## config.mk

```make
export PLATFORM = sky130hd
export DESIGN_NAME = inst_fetch
export DESIGN_NICKNAME = d
export VERILOG_FILES = /design/src/rtl/inst_fetch.sv
export SDC_FILE = /design/constraint.sdc
export NUM_CORES = 1
export LEC_CHECK = 0
export CAP_MARGIN = 10
export CORE_ASPECT_RATIO = 1.75
export CORE_UTILIZATION = 46
export CTS_CLUSTER_SIZE = 8
export DETAILED_ROUTE_END_ITERATION = 10
export PLACE_DENSITY = 0.81
export SYNTH_ARGS = -nofsm -noshare
export SYNTH_HDL_FRONTEND = slang
export SYNTH_SLANG_ARGS = --single-unit
```

## constraint.sdc

```tcl
create_clock -name clk -period 2.9 [get_ports clk]
set_input_delay 0.87 -clock clk [delete_from_list [all_inputs] [get_ports clk]]
set_output_delay 0.87 -clock clk [all_outputs]
set_load 0.03 [all_outputs]
```

## src/rtl/inst_fetch.sv

```systemverilog
// Instruction fetch stage: byte-addressed PC, one-cycle fetch into an IF/ID register, branch redirect and stall.
// Define FETCH_BOUND_CHECK_EN to enable fetch-fault detection (misaligned or beyond-depth PC) and the HALT state.
`timescale 1ns/1ps

module inst_fetch #(
    parameter int unsigned       width    = 32,
    parameter int unsigned       adr_in   = 64,
    parameter int unsigned       depth    = 80,
    parameter logic [adr_in-1:0] RESET_PC = '0
) (
    input  logic              clk,
    input  logic              rst,
    input  logic              stall,
    input  logic              branch_taken,
    input  logic [adr_in-1:0] branch_target,
    output logic [adr_in-1:0] read_adr,
    input  logic [width-1:0]  instruction,
    output logic [adr_in-1:0] if_pc,
    output logic [width-1:0]  if_inst,
    output logic              if_valid,
    output logic              fault
);

    localparam logic [1:0] S_IDLE = 2'd0;
    localparam logic [1:0] S_RUN  = 2'd1;
    localparam logic [1:0] S_HALT = 2'd2;

    localparam logic [width-1:0]  NOP     = width'(32'h0000_0013);
    localparam logic [adr_in-1:0] PC_STEP = adr_in'(4);
    localparam logic [adr_in-1:0] DEPTH_W = adr_in'(depth);

    logic [1:0]        r_state;
    logic [adr_in-1:0] r_pc;
    logic [adr_in-1:0] r_if_pc;
    logic [width-1:0]  r_if_inst;
    logic              r_if_valid;
    logic              r_fault;

    logic [1:0]        w_state_nxt;
    logic [adr_in-1:0] w_pc_nxt;
    logic [adr_in-1:0] w_if_pc_nxt;
    logic [width-1:0]  w_if_inst_nxt;
    logic              w_if_valid_nxt;
    logic              w_fault_nxt;
    logic [adr_in-1:0] w_word_adr;
    logic              w_fetch_fault;

    assign w_word_adr = r_pc >> 2;

`ifdef FETCH_BOUND_CHECK_EN
    assign w_fetch_fault = (r_pc[1:0] != 2'b00) || (w_word_adr >= DEPTH_W);
`else
    // Range compare kept only so the depth parameter stays referenced; it drives nothing.
    logic w_unused_range;
    assign w_unused_range = (w_word_adr >= DEPTH_W);
    assign w_fetch_fault  = 1'b0;
`endif

    always_comb begin
        // NOTE: every next-value gets a hold default first so no path can infer a latch.
        w_state_nxt    = r_state;
        w_pc_nxt       = r_pc;
        w_if_pc_nxt    = r_if_pc;
        w_if_inst_nxt  = r_if_inst;
        w_if_valid_nxt = r_if_valid;
        w_fault_nxt    = r_fault;

        case (r_state)
            S_IDLE: begin
                w_state_nxt = S_RUN;
                if (branch_taken) begin
                    w_pc_nxt       = branch_target;
                    w_if_inst_nxt  = NOP;
                    w_if_valid_nxt = 1'b0;
                end
            end

            S_RUN: begin
                // Redirect beats a fault on the old PC, and a fault beats stall.
                if (branch_taken) begin
                    w_pc_nxt       = branch_target;
                    w_if_inst_nxt  = NOP;
                    w_if_valid_nxt = 1'b0;
                end else if (w_fetch_fault) begin
                    w_fault_nxt    = 1'b1;
                    w_if_inst_nxt  = NOP;
                    w_if_valid_nxt = 1'b0;
                    w_state_nxt    = S_HALT;
                end else if (!stall) begin
                    w_if_inst_nxt  = instruction;
                    w_if_pc_nxt    = r_pc;
                    w_if_valid_nxt = 1'b1;
                    w_pc_nxt       = r_pc + PC_STEP;
                end
            end

            S_HALT: begin
                if (branch_taken) begin
                    w_pc_nxt    = branch_target;
                    w_fault_nxt = 1'b0;
                    w_state_nxt = S_RUN;
                end
            end

            default: begin
                w_state_nxt = S_IDLE;
            end
        endcase
    end

    always_ff @(posedge clk) begin
        // NOTE: state registers use non-blocking assignments so all of them update from the same pre-edge values.
        if (!rst) begin
            r_state    <= S_IDLE;
            r_pc       <= RESET_PC;
            r_if_pc    <= '0;
            r_if_inst  <= NOP;
            r_if_valid <= 1'b0;
            r_fault    <= 1'b0;
        end else begin
            r_state    <= w_state_nxt;
            r_pc       <= w_pc_nxt;
            r_if_pc    <= w_if_pc_nxt;
            r_if_inst  <= w_if_inst_nxt;
            r_if_valid <= w_if_valid_nxt;
            r_fault    <= w_fault_nxt;
        end
    end

    assign read_adr = w_word_adr;
    assign if_pc    = r_if_pc;
    assign if_inst  = r_if_inst;
    assign if_valid = r_if_valid;
    assign fault    = r_fault;

endmodule

```

==> out/qor.csv <==
metric;value;unit
diodes;0;
required;2030;ps
worst_pin_slew;913.7;ps
synth_top_area_share;42.67;%
hold_end;if_pc[0]$_SDFFE_PN0P_;
initial_core_util;47.42;%
sw_frac_of_total;28.15;%
wl;25280;um
r2r_cells;6;
setup_viol;0;
h-tree-depth;4;
dpl_cell_area;10130;um^2
cts_tree;yes;
area.sequential;3243;um^2
drive_gt1_share;8.969;%
final_common_cell;clkdlybuf4s50_1;
grt_most_used_layer;met2;
switchingPower;1.579;mW
clockBufferDepth;2;
cts_setup_buffers;0;
pwr-share-clk;41.3;%
multiInputGateArea;3632;um^2
drc;0;
crit_type;reg -> out;
async_flop_share;0;%
grt_max_degree;62;
gp_congestion;1.021;
cp-end-kind;output pin;
drt-initial-drc-count;492;
final_area;10740;um^2
fp.dieH;172.0;um
final_nets;1281;
grt.overflow.total;0;
cap_violations;0;
grtUsageTotal;29.53;%
crit_path_top_delay_cell;clkdlybuf4s50_1;
dr.pass1.iters;7;
final_cell_mix;256 x clkdlybuf4s50_1, 231 x nand2_1, 162 x dfxtp_1;
synth-main-ff-cell;dfxtp_1;
cts.sinks;162;
vias;7799;
min_period;2661;ps
clkLatencyLatePin;420;ps
grt_util_met2;54.70;%
routedWlPerCell;18.29;um
grt_pass1_wl;39220;um
hold_depth;2;
ios;262;
pwr-share-seq;43.2;%
hold_path.class;reg -> reg;
comb_power_share;15.5;%
max_freq;0.3759;GHz
status;complete, no violations;
yosysWarnings;0;
synthDistinctLibCells;54;
antenna_found_initial;0;
core_area;16030;um^2
io_buffer_count;258;
cts_hold_buffers;0;
clk_pin_slew;70;ps
cp_num_buf_inv;1;
synth_edf_count;0;
postSynthCellCount;974;
fin_ws;239.5;ps
drtAntennaViolNets;0;
avgSynthCellArea;7.803;um^2
die_area;17060;um^2
path_delay_family;buffers and inverters;
slowest_delay;770;ps
finalHoldViolCount;0;
met3_usage;7.599;%
cts_inserted_buffers;17;
fin_skew;8.659;ps
synth-seq-area-share;42.67;%
crit_fanout;11;
fill_cells;1342;
powerDensity;522.6;nW/um^2
hpwl;18650;um
hold_start;r_pc[0]$_SDFFE_PN0P_;
r2r_start;r_pc[4]$_SDFFE_PN0P_;
slew_viol_final;0;
path_cells;clkdlybuf4s50_1;
ff2ff_setup_slack;380;ps
ys_top_cells_by_area;dfxtp_1 43%, nand2_1 11%, a21oi_1 7.2%;
cts-root-buf;clkbuf_16;
slew-limit-headroom;38.86;%
ir_worst_vdd;0.4200;mV
via_per_inst;5.643;
rsz0062_at_grt;no;
grt_pass1_vias;7730;
rr_endpoint;r_pc[60]$_SDFFE_PN0P_;
ctsResizeCount;0;
p_leak;3.733;nW
area_growth;41.27;%
grt_util_met1;29.85;%
dieWidth;99.17;um
row_count;61;
pre_cts_ws;67.26;ps
cp.arrival;1790;ps
syn_area;7600;um^2
p_int;4.031;mW
yosysTopAreaCell;dfxtp_1;
ys_ff_latch;162;
min_period_over_period;91.74;%
setup_tns;0;ps
start_kind;flip-flop;
## state kept, by name, summed over array words and instances, names as in the netlist
| signal | flops |
|---|---|
| if_pc | 64 |
| if_inst | 32 |
| if_valid | 1 |
| r_pc | 64 |
| r_state | 1 |
## cells in the mapped netlist (2+ instances only)
cell type / number
o21ba_2: 3
o31ai_1: 5
xor2_1: 13
and4_1: 5
nand4_1: 28
a21oi_1: 109
and3_1: 11
o22ai_1: 5
buf_4: 65
buf_1: 3
nand3_1: 40
dfxtp_1: 162
mux2i_1: 7
a22oi_1: 4
a22o_1: 4
a311oi_1: 5
a211oi_1: 5
inv_1: 6
or2_2: 4
o311ai_0: 4
or4_1: 9
xnor2_1: 21
a21boi_0: 19
and2_1: 3
nor2_1: 42
nand2_1: 232
o21ai_0: 35
a31oi_1: 8
nor3_1: 15
nor4_1: 12
nor2b_1: 3
or3_1: 7
o211ai_1: 3
clkbuf_1: 56
nand2b_1: 2
## worst max path at each step
| stage | from | end | slack [ps] | cells after the start |
|---|---|---|---|---|
| 2_1_floorplan | stall | r_pc[39]$_SDFFE_PN0P_ | 500 | 7 |
| 3_3_place_gp | stall | r_pc[54]$_SDFFE_PN0P_ | 140 | 6 |
| 3_5_place_dp | stall | r_pc[16]$_SDFFE_PN0P_ | 70 | 6 |
| 4_1_cts | r_pc[42]$_SDFFE_PN0P_ | read_adr[40] | 240 | 1 |
| 5_1_grt | r_pc[42]$_SDFFE_PN0P_ | read_adr[40] | 180 | 1 |
| 6_report | r_pc[42]$_SDFFE_PN0P_ | read_adr[40] | 240 | 1 |
## layout make-up
class | count | area share [%]
Sequential cell | 162 | 30.21
Inverter | 7 | 0.2447
Tap cell | 189 | 2.203
Clock inverter | 14 | 1.527
Timing Repair Buffer | 311 | 27.90
Multi-Input combinational cell | 681 | 33.83
Clock buffer | 18 | 4.090
## logic make-up after synthesis
kind of cell	after synthesis	synth area share [%]
buf+inv	133	9.894
simple gates	419	25.39
mux	7	0.9220
fa+ha+maj	1	0.1646
other cells	1	0.04934
compound gates	217	16.99
flops	162	42.67
xor+xnor	34	3.918
## power by group through the flow
stage	logic (mW)	clock network, mW	registers [mW]
after floorplan	0.460	0	2.50
after global placement	0.854	0	2.47
after detailed placement	0.861	0	2.47
after CTS	0.867	2.34	2.42
after global routing	0.921	2.44	2.43
final	0.870	2.32	2.42
## through the flow
step / hold slack [ps] / std cells / util (%) / total power [mW]
floorplan: 431.3 / 976 / - / 2.959
global placement: 440.5 / 1350 / 63.22 / 3.322
detailed placement: 446.1 / 1350 / 63.22 / 3.331
CTS: 455.2 / 1382 / 66.99 / 5.630
global route: 474.4 / 1382 / 66.99 / 5.792
finish: 451.7 / 1382 / 66.99 / 5.611
## metal layers
layer	vias to the layer above	part of all wire, %	wire, um
li1	3719	-	-
met2	399	53	13480
met4	0	4.4	1101
met5	-	0	0
met1	3594	34	8578
met3	87	8.4	2116
(Power assumes the default switching activity.)
